===== config.mk =====
export PLATFORM = sky130hd
export DESIGN_NAME = dbus_arbiter
export DESIGN_NICKNAME = d
export VERILOG_FILES = /design/src/rtl/dbus_arbiter.sv
export SDC_FILE = /design/constraint.sdc
export NUM_CORES = 1
export LEC_CHECK = 0
export CAP_MARGIN = 30
export CORE_AREA = 2 2 206 208
export DETAILED_ROUTE_END_ITERATION = 16
export DIE_AREA = 0 0 208 210
export PLACE_DENSITY_LB_ADDON = 0.3
export SLEW_MARGIN = 5
export SYNTH_ARGS = -nofsm -noshare
export SYNTH_HDL_FRONTEND = slang
export SYNTH_SLANG_ARGS = --single-unit

===== constraint.sdc =====
create_clock -name clk -period 8.5 [get_ports clk]
set_input_delay 1.7 -clock clk [delete_from_list [all_inputs] [get_ports clk]]
set_output_delay 1.7 -clock clk [all_outputs]
set_load 0.05 [all_outputs]

===== src/rtl/dbus_arbiter.sv =====
// Two-requester data bus arbiter with a per-transaction completion timeout.
// Optional round-robin tie-break is enabled by defining DBUS_ARB_RR_EN.
// Packed layouts: req = {valid, addr[31:0], size[2:0], strobe[7:0], data[63:0]},
//                 resp = {addr_ok, data_ok, rdata[63:0]}.
module dbus_arbiter #(
   parameter int unsigned TIMEOUT = 1023
) (
   input  logic         clk,
   input  logic         rst,
   input  logic [107:0] dreq0,
   output logic [65:0]  dresp0,
   input  logic [107:0] dreq1,
   output logic [65:0]  dresp1,
   output logic [107:0] dreq,
   input  logic [65:0]  dresp,
   output logic         owner,
   output logic         timeout_err
);

   localparam int REQ_W       = 108;
   localparam int RESP_W      = 66;
   localparam int VALID_BIT   = 107;
   localparam int ADDR_OK_BIT = 65;
   localparam int DATA_OK_BIT = 64;
   localparam logic [15:0] TIMEOUT_C = 16'(TIMEOUT);

   typedef enum logic [1:0] {
      IDLE  = 2'd0,
      BUSY0 = 2'd1,
      BUSY1 = 2'd2
   } state_t;

   state_t             state_q, state_d;
   logic [REQ_W-1:0]   dreq_q, dreq_d;
   logic               owner_q, owner_d;
   logic [15:0]        wait_q, wait_d;
   logic               terr_q, terr_d;
   logic               req0_s, req1_s, pick_s, done_s;
   logic [15:0]        wait_inc_s;

   assign req0_s     = dreq0[VALID_BIT];
   assign req1_s     = dreq1[VALID_BIT];
   assign done_s     = dresp[ADDR_OK_BIT] & dresp[DATA_OK_BIT];
   assign wait_inc_s = wait_q + 16'd1;

`ifdef DBUS_ARB_RR_EN
   logic rr_q;
   logic grant_s;

   assign grant_s = (state_q == IDLE) && (req0_s || req1_s);
   assign pick_s  = (req0_s && req1_s) ? rr_q : req1_s;

   // Pointer names the requester favoured on the next tie (the last loser)
   always_ff @(posedge clk or negedge rst) begin
      if (!rst) begin
         rr_q <= 1'b0;
      end else if (grant_s) begin
         rr_q <= ~pick_s;
      end
   end
`else
   assign pick_s = ~req0_s;
`endif

   // Next-state logic: grant from IDLE, finish or abort from BUSY
   always_comb begin
      state_d = state_q;
      dreq_d  = dreq_q;
      owner_d = owner_q;
      wait_d  = wait_q;
      terr_d  = 1'b0;
      case (state_q)
         IDLE: begin
            if (req0_s || req1_s) begin
               state_d = pick_s ? BUSY1 : BUSY0;
               dreq_d  = pick_s ? dreq1 : dreq0;
               owner_d = pick_s;
               wait_d  = 16'd0;
            end else begin
               dreq_d  = {REQ_W{1'b0}};
            end
         end
         BUSY0, BUSY1: begin
            // Completion wins over a timeout landing in the same cycle
            if (done_s) begin
               state_d = IDLE;
               dreq_d  = {REQ_W{1'b0}};
            end else if (wait_inc_s == TIMEOUT_C) begin
               state_d = IDLE;
               dreq_d  = {REQ_W{1'b0}};
               wait_d  = wait_inc_s;
               terr_d  = 1'b1;
            end else begin
               wait_d  = wait_inc_s;
            end
         end
         default: begin
            state_d = IDLE;
            dreq_d  = {REQ_W{1'b0}};
         end
      endcase
   end

   // State and output registers
   always_ff @(posedge clk or negedge rst) begin
      if (!rst) begin
         state_q <= IDLE;
         dreq_q  <= {REQ_W{1'b0}};
         owner_q <= 1'b0;
         wait_q  <= 16'd0;
         terr_q  <= 1'b0;
      end else begin
         state_q <= state_d;
         dreq_q  <= dreq_d;
         owner_q <= owner_d;
         wait_q  <= wait_d;
         terr_q  <= terr_d;
      end
   end

   assign dreq        = dreq_q;
   assign owner       = owner_q;
   assign timeout_err = terr_q;
   assign dresp0      = (state_q == BUSY0) ? dresp : {RESP_W{1'b0}};
   assign dresp1      = (state_q == BUSY1) ? dresp : {RESP_W{1'b0}};

endmodule


-- After elaboration in Yosys (flattened, before gate mapping)
Cells that the tools add are included.
- logic and storage cells: 39
- output and inout port bits: 242
- flip-flop bits (word level): 128
- bitwise operators: 2
- $add $sub $neg: 1
- muxes and demuxes: 18
- equality and inequality tests: 6
- reductions and logical operators: 7
- operator list (cell ; count):
    108-bit two-way mux ; 4
    108-bit case mux with 2 select lines ; 1
    66-bit two-way mux ; 2
    16-bit two-way mux ; 2
    16-bit case mux with 2 select lines ; 1
    16-bit by 1-bit adder with 16-bit output (second input constant) ; 1
    16-bit by 10-bit equality test with 1-bit output (second input constant) ; 1
    2-bit two-way mux ; 4
    2-bit inequality test (second input constant) ; 2
    2-bit case mux with 2 select lines ; 1
    2-bit AND reduction ; 2
    1-bit two-way mux ; 3
    3-bit inequality test (second input constant) ; 1
    3-bit AND reduction ; 1
    2-bit by 1-bit equality test with 1-bit output (second input constant) ; 1
    2-bit equality test (second input constant) ; 1
    2-bit zero test ; 1
    2-bit nonzero test ; 1
    2-bit OR reduction ; 1
    1-bit bitwise AND ; 1
    1-bit logical OR ; 1
    1-bit NOT ; 1

-- Logic depth before layout (Yosys ltp)
Gate-level depths: netlist (run 1).
- depth in word-level cells: 5
- gate-level depth with buffers: 11

-- Worst setup path after synthesis (run 1)
Ideal clock, no wire load.
- kind: in2out
- start point: input dresp[0]
- end point: output dresp1[0]
- data arrival time: 2112 ps
- required time: 6800 ps
- stages: 1
- path buffers: 0
- path slack: 4688 ps
- path through: and2_1
- word-level cells in the longest chain between the ends: 1
- RTL lines (item ; line ; text):
    start: declaration ; 15 ; input logic [65:0] dresp,
    66-bit two-way mux ; 125 ; assign dresp1 = (state_q == BUSY1) ? dresp : {RESP_W{1'b0}};
    end: declaration ; 13 ; output logic [65:0] dresp1,
Every way passes these cells.

-- Worst setup path after layout (run 1)
- start point: input dresp[47]
- end point: output dresp1[47]
The elaborated chain is that of the path after synthesis.

==> run metrics, run 1 <==
Max Buffers Root-to-Sink 2; Synth async-reset ratio 1.00; Via Count roughly 7.6k; vias in the first global route approximately 7.7k; Reg2Reg Setup Slack 4690 ps; r2r endpoint dreq[15]; min Tclk post-route between 5000 and 6000 ps; CTS Sinks roughly 130; Via-to-Cell Ratio ~4.2; yosys warns 0; slowest CP cell clkdlybuf4s50_1; status finished clean; DRC errors left 0; largest net degree at the start of global routing 71; RSZ-0062 raised after global routing false; First-pass DRT Iterations 4; Starting Density 0.190; Fillers between 4k and 5k; Root Driver clkbuf_16; Yosys top cell by area dfrtp_1; Max Cap Viol 0; first-pass GRT wire length 48000 um; RR Startpoint wait_q[0]; drt wl/cell 17.8 um; die height 210 um; CTS tree built; crit-path max FO 2; maximum vdd drop 0.000157 V; width of the die approximately 210 um; GPL Wtd Cong around 0.9; CTS Buf Count 17; fin. max-slew vios 0; number of synthesized flops with an enable pin 0; Synth Instances approximately 780; cts repair resizes 0; HP Class reg -> reg; FF-to-FF path depth 8; H-tree depth 4; Worst setup EP type output port; IO Pins between 500 and 600; fin nets 1560; leak pwr 6.02 nW; number of DRC markers in iteration 0 317; layout cell share with drive strength beyond 1 0.122; Mapped Nets around 1.1k; setup_tns 0 ps; syn_area_per_cell between 10 and 15 um2; register area share after synthesis 0.405; Row Count between 70 and 80; top cells by area, synth dfrtp_1 (41%), mux2i_1 (14%), mux2_2 (13%); Skew-Pair Late Insertion Delay 440 ps; Layout area overhead 80.3%; clk_skew between 7 and 8 ps; post-synth top area share 0.405; Startpoint Class input port; CP Data Required Time 6800 ps; crit path kind in -> out; final setup vio count 0; initial antenna violation count 8; Synth Flop Type dfrtp_1; slew margin rel. 0.392; Post-Syn Area roughly 0.008 mm2; GRT Residual Overflow 0; total power between 5 and 6 mW; fmax between 0.15 and 0.2 GHz; Routed WL between 30000 and 40000 um; post-CTS setup buffer count 0; slew at the pin with the worst max-slew slack roughly 900 ps; Worst setup endpoint dresp1[47]; die footprint between 0.04 and 0.05 mm2; hpwl dp about 26000 um; Crit path arrival time ~3400 ps; Critical path origin dresp[47]; hold_buf cts 0; crit path cell chain clkdlybuf4s50_1 -> and2_1 -> clkdlybuf4s50_1; Final Cycle Share 0.597; most frequent cell on the critical path clkdlybuf4s50_1; clock-pin slew on the worst setup and hold paths ~60 ps; Power Density about 370 mW/mm2; GRT Resource Usage Total 0.146; IO buf count 525; Crit path largest cell delay 800 ps; Netlist cell types 48; final hold violation count 0; #FFs+latches synth roughly 130; core area about 0.041 mm2; Final ANT Viol Nets 0
how the worst min path moves through the flow:
stage / from / end / slack [ps] / depth (start not counted)
6_report: owner / owner / 490 / 2
5_1_grt: dreq[6] / dreq[6] / 520 / 1
4_1_cts: owner / owner / 490 / 2
3_5_place_dp: owner / owner / 480 / 2
3_3_place_gp: owner / owner / 460 / 2
2_1_floorplan: wait_q[6] / wait_q[6] / 470 / 1
critical path, delay by kind of cell:
family	cells	cell delay, ps
buffers and inverters	2	1490
AND/OR/NAND/NOR	1	190
layout by cell type, fill, tap and decap left out, types with 4 or more instances in the layout:
master             n
clkdlybuf4s50_1  523
and2_1           133
dfrtp_1          128
nor2_1           119
mux2i_1          108
mux2_2            88
o21ai_0           22
mux2_4            19
nand2_1           18
clkbuf_16         17
o31ai_1           10
buf_4              8
nand3_1            6
inv_6              6
a21oi_1            5
clkinv_4           5
inv_1              4
or3_1              4
nor4_1             4
a31oi_1            4
flip-flops by register name, summed over array words and instances (netlist names):
register	count
wait_q	16
dreq	108
timeout_err	1
owner	1
state_q	2
cell families after synthesis:
| logic type | share of synthesized area |
|---|---|
| and+or+nand+nor | 0.197 |
| adders and majority gates | 0.00792 |
| xor gates and xnor gates | 0.00333 |
| buffers and inverters | 0.0385 |
| DFF | 0.405 |
| muxes | 0.298 |
| AOI/OAI and AO/OA | 0.0493 |
report_power, final:
group	internal (mW)	switching, mW
sequential	0.871	0.149
clock	0.441	0.317
combinational	1.25	2.18
layer usage:
metal	global-route usage	part of all wire	up-vias	routed length, um
met3	0.0460	0.076	43	2460
met4	0.0648	0.036	2	1180
met2	0.267	0.52	371	17000
met5	0	0.00037	-	12
li1	-	-	3648	-
met1	0.153	0.36	3560	11900
cell usage after synthesis, types with 6 or more instances:
cell type	instances
mux2_4	19
o31ai_1	10
mux2_2	88
buf_2	11
and2_1	133
mux2i_1	108
nor2_1	119
nand2_1	18
nand3_1	6
clkbuf_1	43
dfrtp_1	128
o21ai_0	23
final cells by class:
class | count | area (um2) | share of cell area
antenna | 3 | 7.51 | 0.000527
timing repair buffer | 534 | 5340 | 0.375
clock buffer | 17 | 425 | 0.0299
sequential | 128 | 3200 | 0.225
tap | 539 | 674 | 0.0473
multi-input combinational | 586 | 4410 | 0.310
inverter | 4 | 15.0 | 0.00105
clock inverter | 15 | 173 | 0.0121
metrics by stage:
| step | cell area [um2] | setup WS, ps | util | cells | hold slack, ps |
|---|---|---|---|---|---|
| floorplan | 7900 | 4690 | - | 782 | 473 |
| global placement | 13600 | 3410 | 0.328 | 1790 | 464 |
| detailed placement | 13600 | 3430 | 0.328 | 1790 | 479 |
| CTS | 14200 | 3430 | 0.343 | 1822 | 494 |
| global route | 14200 | 3430 | 0.343 | 1826 | 517 |
| finish | 14200 | 3420 | 0.343 | 1826 | 488 |
(Power assumes the default switching activity.)
==> run 2: changes to the inputs <==
--- a/config.mk
+++ b/config.mk
@@ -6,9 +6,9 @@
 export NUM_CORES = 1
 export LEC_CHECK = 0
 export CAP_MARGIN = 30
-export CORE_AREA = 2 2 206 208
+export CORE_AREA = 2 2 205 207
 export DETAILED_ROUTE_END_ITERATION = 16
-export DIE_AREA = 0 0 208 210
+export DIE_AREA = 0 0 207 209
 export PLACE_DENSITY_LB_ADDON = 0.3
 export SLEW_MARGIN = 5
 export SYNTH_ARGS = -nofsm -noshare
==> constraint.sdc (replaced) <==
create_clock -name clk -period 4.2 [get_ports clk]
set_input_delay 0.84 -clock clk [delete_from_list [all_inputs] [get_ports clk]]
set_output_delay 0.84 -clock clk [all_outputs]
set_load 0.05 [all_outputs]
==> run metrics, run 2 (same netlist as run 1, synthesis figures left out) <==
status finished clean; RSZ-0062 raised after global routing false; Crit path largest cell delay 820 ps (+20 ps); GPL Wtd Cong 0.838 (-4.5%); clk_skew 9.92 ps (+2.48 ps); crit path cell chain inv_1 -> ha_2 -> buf_4 -> and2_1 -> clkdlybuf4s50_1; Routed WL 31700 um (-2.6%); fin. max-slew vios 0 (unchanged); grt met3 use 0.0473 (+0.00130); slowest CP cell clkdlybuf4s50_1; Layout area overhead 80.9%; CTS Buf Count 17 (unchanged); Sw Ratio 0.509 (about the same); Largest register FFs 108 (unchanged); Int Pwr 5.15 mW (+100%); first-pass GRT wire length 46600 um (-2.9%); Clk network pwr share 0.138 (-0.007); area taken by multi-input logic gates 0.00441 mm2 (unchanged); IO Pins 526 (unchanged); DP Area 0.0137 mm2 (+0.68%); Row Count 75 (unchanged); Via-to-Cell Ratio 4.14 (-0.87%); Root Driver clkbuf_16; GRT Residual Overflow 0 (unchanged); maximum vdd drop 0.000405 V (+160%); Reg2Reg Setup Slack 850 ps (-3840 ps); core area 0.0413 mm2 (-0.45%); most frequent cells in the layout clkdlybuf4s50_1 (523), and2_1 (133), dfrtp_1 (128); initial antenna violation count 7 (-1); Startpoint Class flip-flop; setup_tns 0 ps (unchanged); fmax 0.275 GHz; H-tree depth 4 (unchanged); hold_buf cts 0 (unchanged); post-route cell area 0.0143 mm2 (+0.31%); Setup WS pre-CTS 884 ps (-2540 ps); drt wl/cell 17.3 um (-2.8%); crit path kind reg -> out; Worst setup EP type output port; GR Layer Usage met1 0.148 (-0.00544); slew margin rel. 0.342 (-0.0495); hpwl dp 25200 um (-2.4%); slew at the pin with the worst max-slew slack 980 ps (+67.7 ps); die height 209 um (-0.48%); Register Area 0.00320 mm2 (unchanged); Starting Density 0.191 (+0.000866); total power 10.5 mW (+100%); Switch Pwr 5.33 mW (+100%); combinational share of power 0.665 (+0.006); Skew-Pair Late Insertion Delay 450 ps (about the same); IO buf count 525 (unchanged); global route hottest layer met2; die footprint 0.0433 mm2 (-0.95%); final setup vio count 0 (unchanged); Via Count 7578 (-0.60%); CTS tree built; number of DRC markers in iteration 0 232 (-27%); min Tclk post-route ~3600 ps; First-pass DRT Iterations 4 (unchanged); cts repair resizes 0 (unchanged); CTS Sinks 128 (unchanged); final hold violation count 0 (unchanged); vias in the first global route 7714 (-0.43%); Final ANT Viol Nets 0 (unchanged); DRC errors left 0 (unchanged); commonest non-fill, non-tap cell in the layout clkdlybuf4s50_1; layout cell share with drive strength beyond 1 0.124 (+0.00127); leak pwr 6.02 nW (about the same); fin nets 1563 (+0.19%); end-of-flow core utilization 0.346 (+0.00262); crit-path max FO 32 (+30); met2 Track Usage GR 0.261 (-0.00612); post-CTS setup buffer count 0 (unchanged); Fillers 4337 (+1.5%); worst setup margin 562 ps (-2860 ps); largest net degree at the start of global routing 70 (-1.4%); Crit path arrival time 2800 ps (-580 ps); clock-pin slew on the worst setup and hold paths 60 ps (about the same); Max Buffers Root-to-Sink 2 (unchanged); width of the die 207 um (-0.48%); Max Cap Viol 0 (unchanged); CP Data Required Time 3360 ps (-3440 ps); Final Cycle Share 0.866; Power Density 734 mW/mm2 (+100%); HP Class in -> async; GRT Resource Usage Total 0.143 (-0.00357); Seq pwr share 0.197 (about the same)
-- run 2: cell types whose count changed in the layout (fill, tap and decap cells not counted), sizes merged --
cell	change
clkinv	-1
clkbuf	+1
bufinv	-1
diode	+2
buf	+3
clkinvlp	+4
inv	-3
-- run 2: cell type report --
cell class | count | share of cell area
repair buffers | 537 | 0.379
multi-input cells | 586 | 0.309
flip-flops and latches | 128 | 0.224
well taps | 539 | 0.0472
clock buffers | 18 | 0.0300
clock inverters | 14 | 0.00946
inverters | 4 | 0.00105
diodes | 5 | 0.000876
-- run 2: power by group through the flow --
stage	logic [mW]	clock network [mW]	registers, mW
final	6.98	1.44	2.07
after global routing	7.30	1.54	2.14
after CTS	7.06	1.51	2.07
after detailed placement	7.05	0	2.07
after global placement	7.02	0	2.05
after floorplan	2.85	0	3.82
-- run 2: final timing paths --
| kind | from | end | cells after the start |
|---|---|---|---|
| setup / recovery | state_q[0] | dresp1[42] | 5 |
| hold / removal | rst | dreq[102] | 1 |
| setup reg to reg | wait_q[0] | dreq[7] | 8 |
| hold reg to reg | owner | owner | 2 |
| max in group asynchronous | rst | dreq[0] | 2 |
| min in group clk | owner | owner | 2 |
-- run 2: worst max-delay path: cells and delay by family, from the launching register on --
family,cells,cell delay (ps)
flops,1,420
simple gates,1,150
fa+ha+maj,1,520
buf+inv,3,1230
-- run 2: metrics by stage --
stage	hold slack, ps	cells
5_1_grt	457	1828
2_1_floorplan	473	782
6_report	411	1831
3_5_place_dp	474	1794
3_3_place_gp	465	1794
4_1_cts	412	1826
-- run 2: layer usage --
| layer | routed length, um | share of wire |
|---|---|---|
| met5 | 0 | 0 |
| met4 | 1060 | 0.034 |
| met3 | 2320 | 0.073 |
| met2 | 16400 | 0.52 |
| met1 | 11900 | 0.38 |
==> run 3: changes to the inputs <==
--- a/config.mk
+++ b/config.mk
@@ -9,6 +9,7 @@
 export CORE_AREA = 2 2 205 207
 export DETAILED_ROUTE_END_ITERATION = 16
 export DIE_AREA = 0 0 207 209
+export GPL_ROUTABILITY_DRIVEN = 0
 export PLACE_DENSITY_LB_ADDON = 0.3
 export SLEW_MARGIN = 5
 export SYNTH_ARGS = -nofsm -noshare
==> results of run 3 <==
Final layout, timing and power as in run 2 (identical DEF).
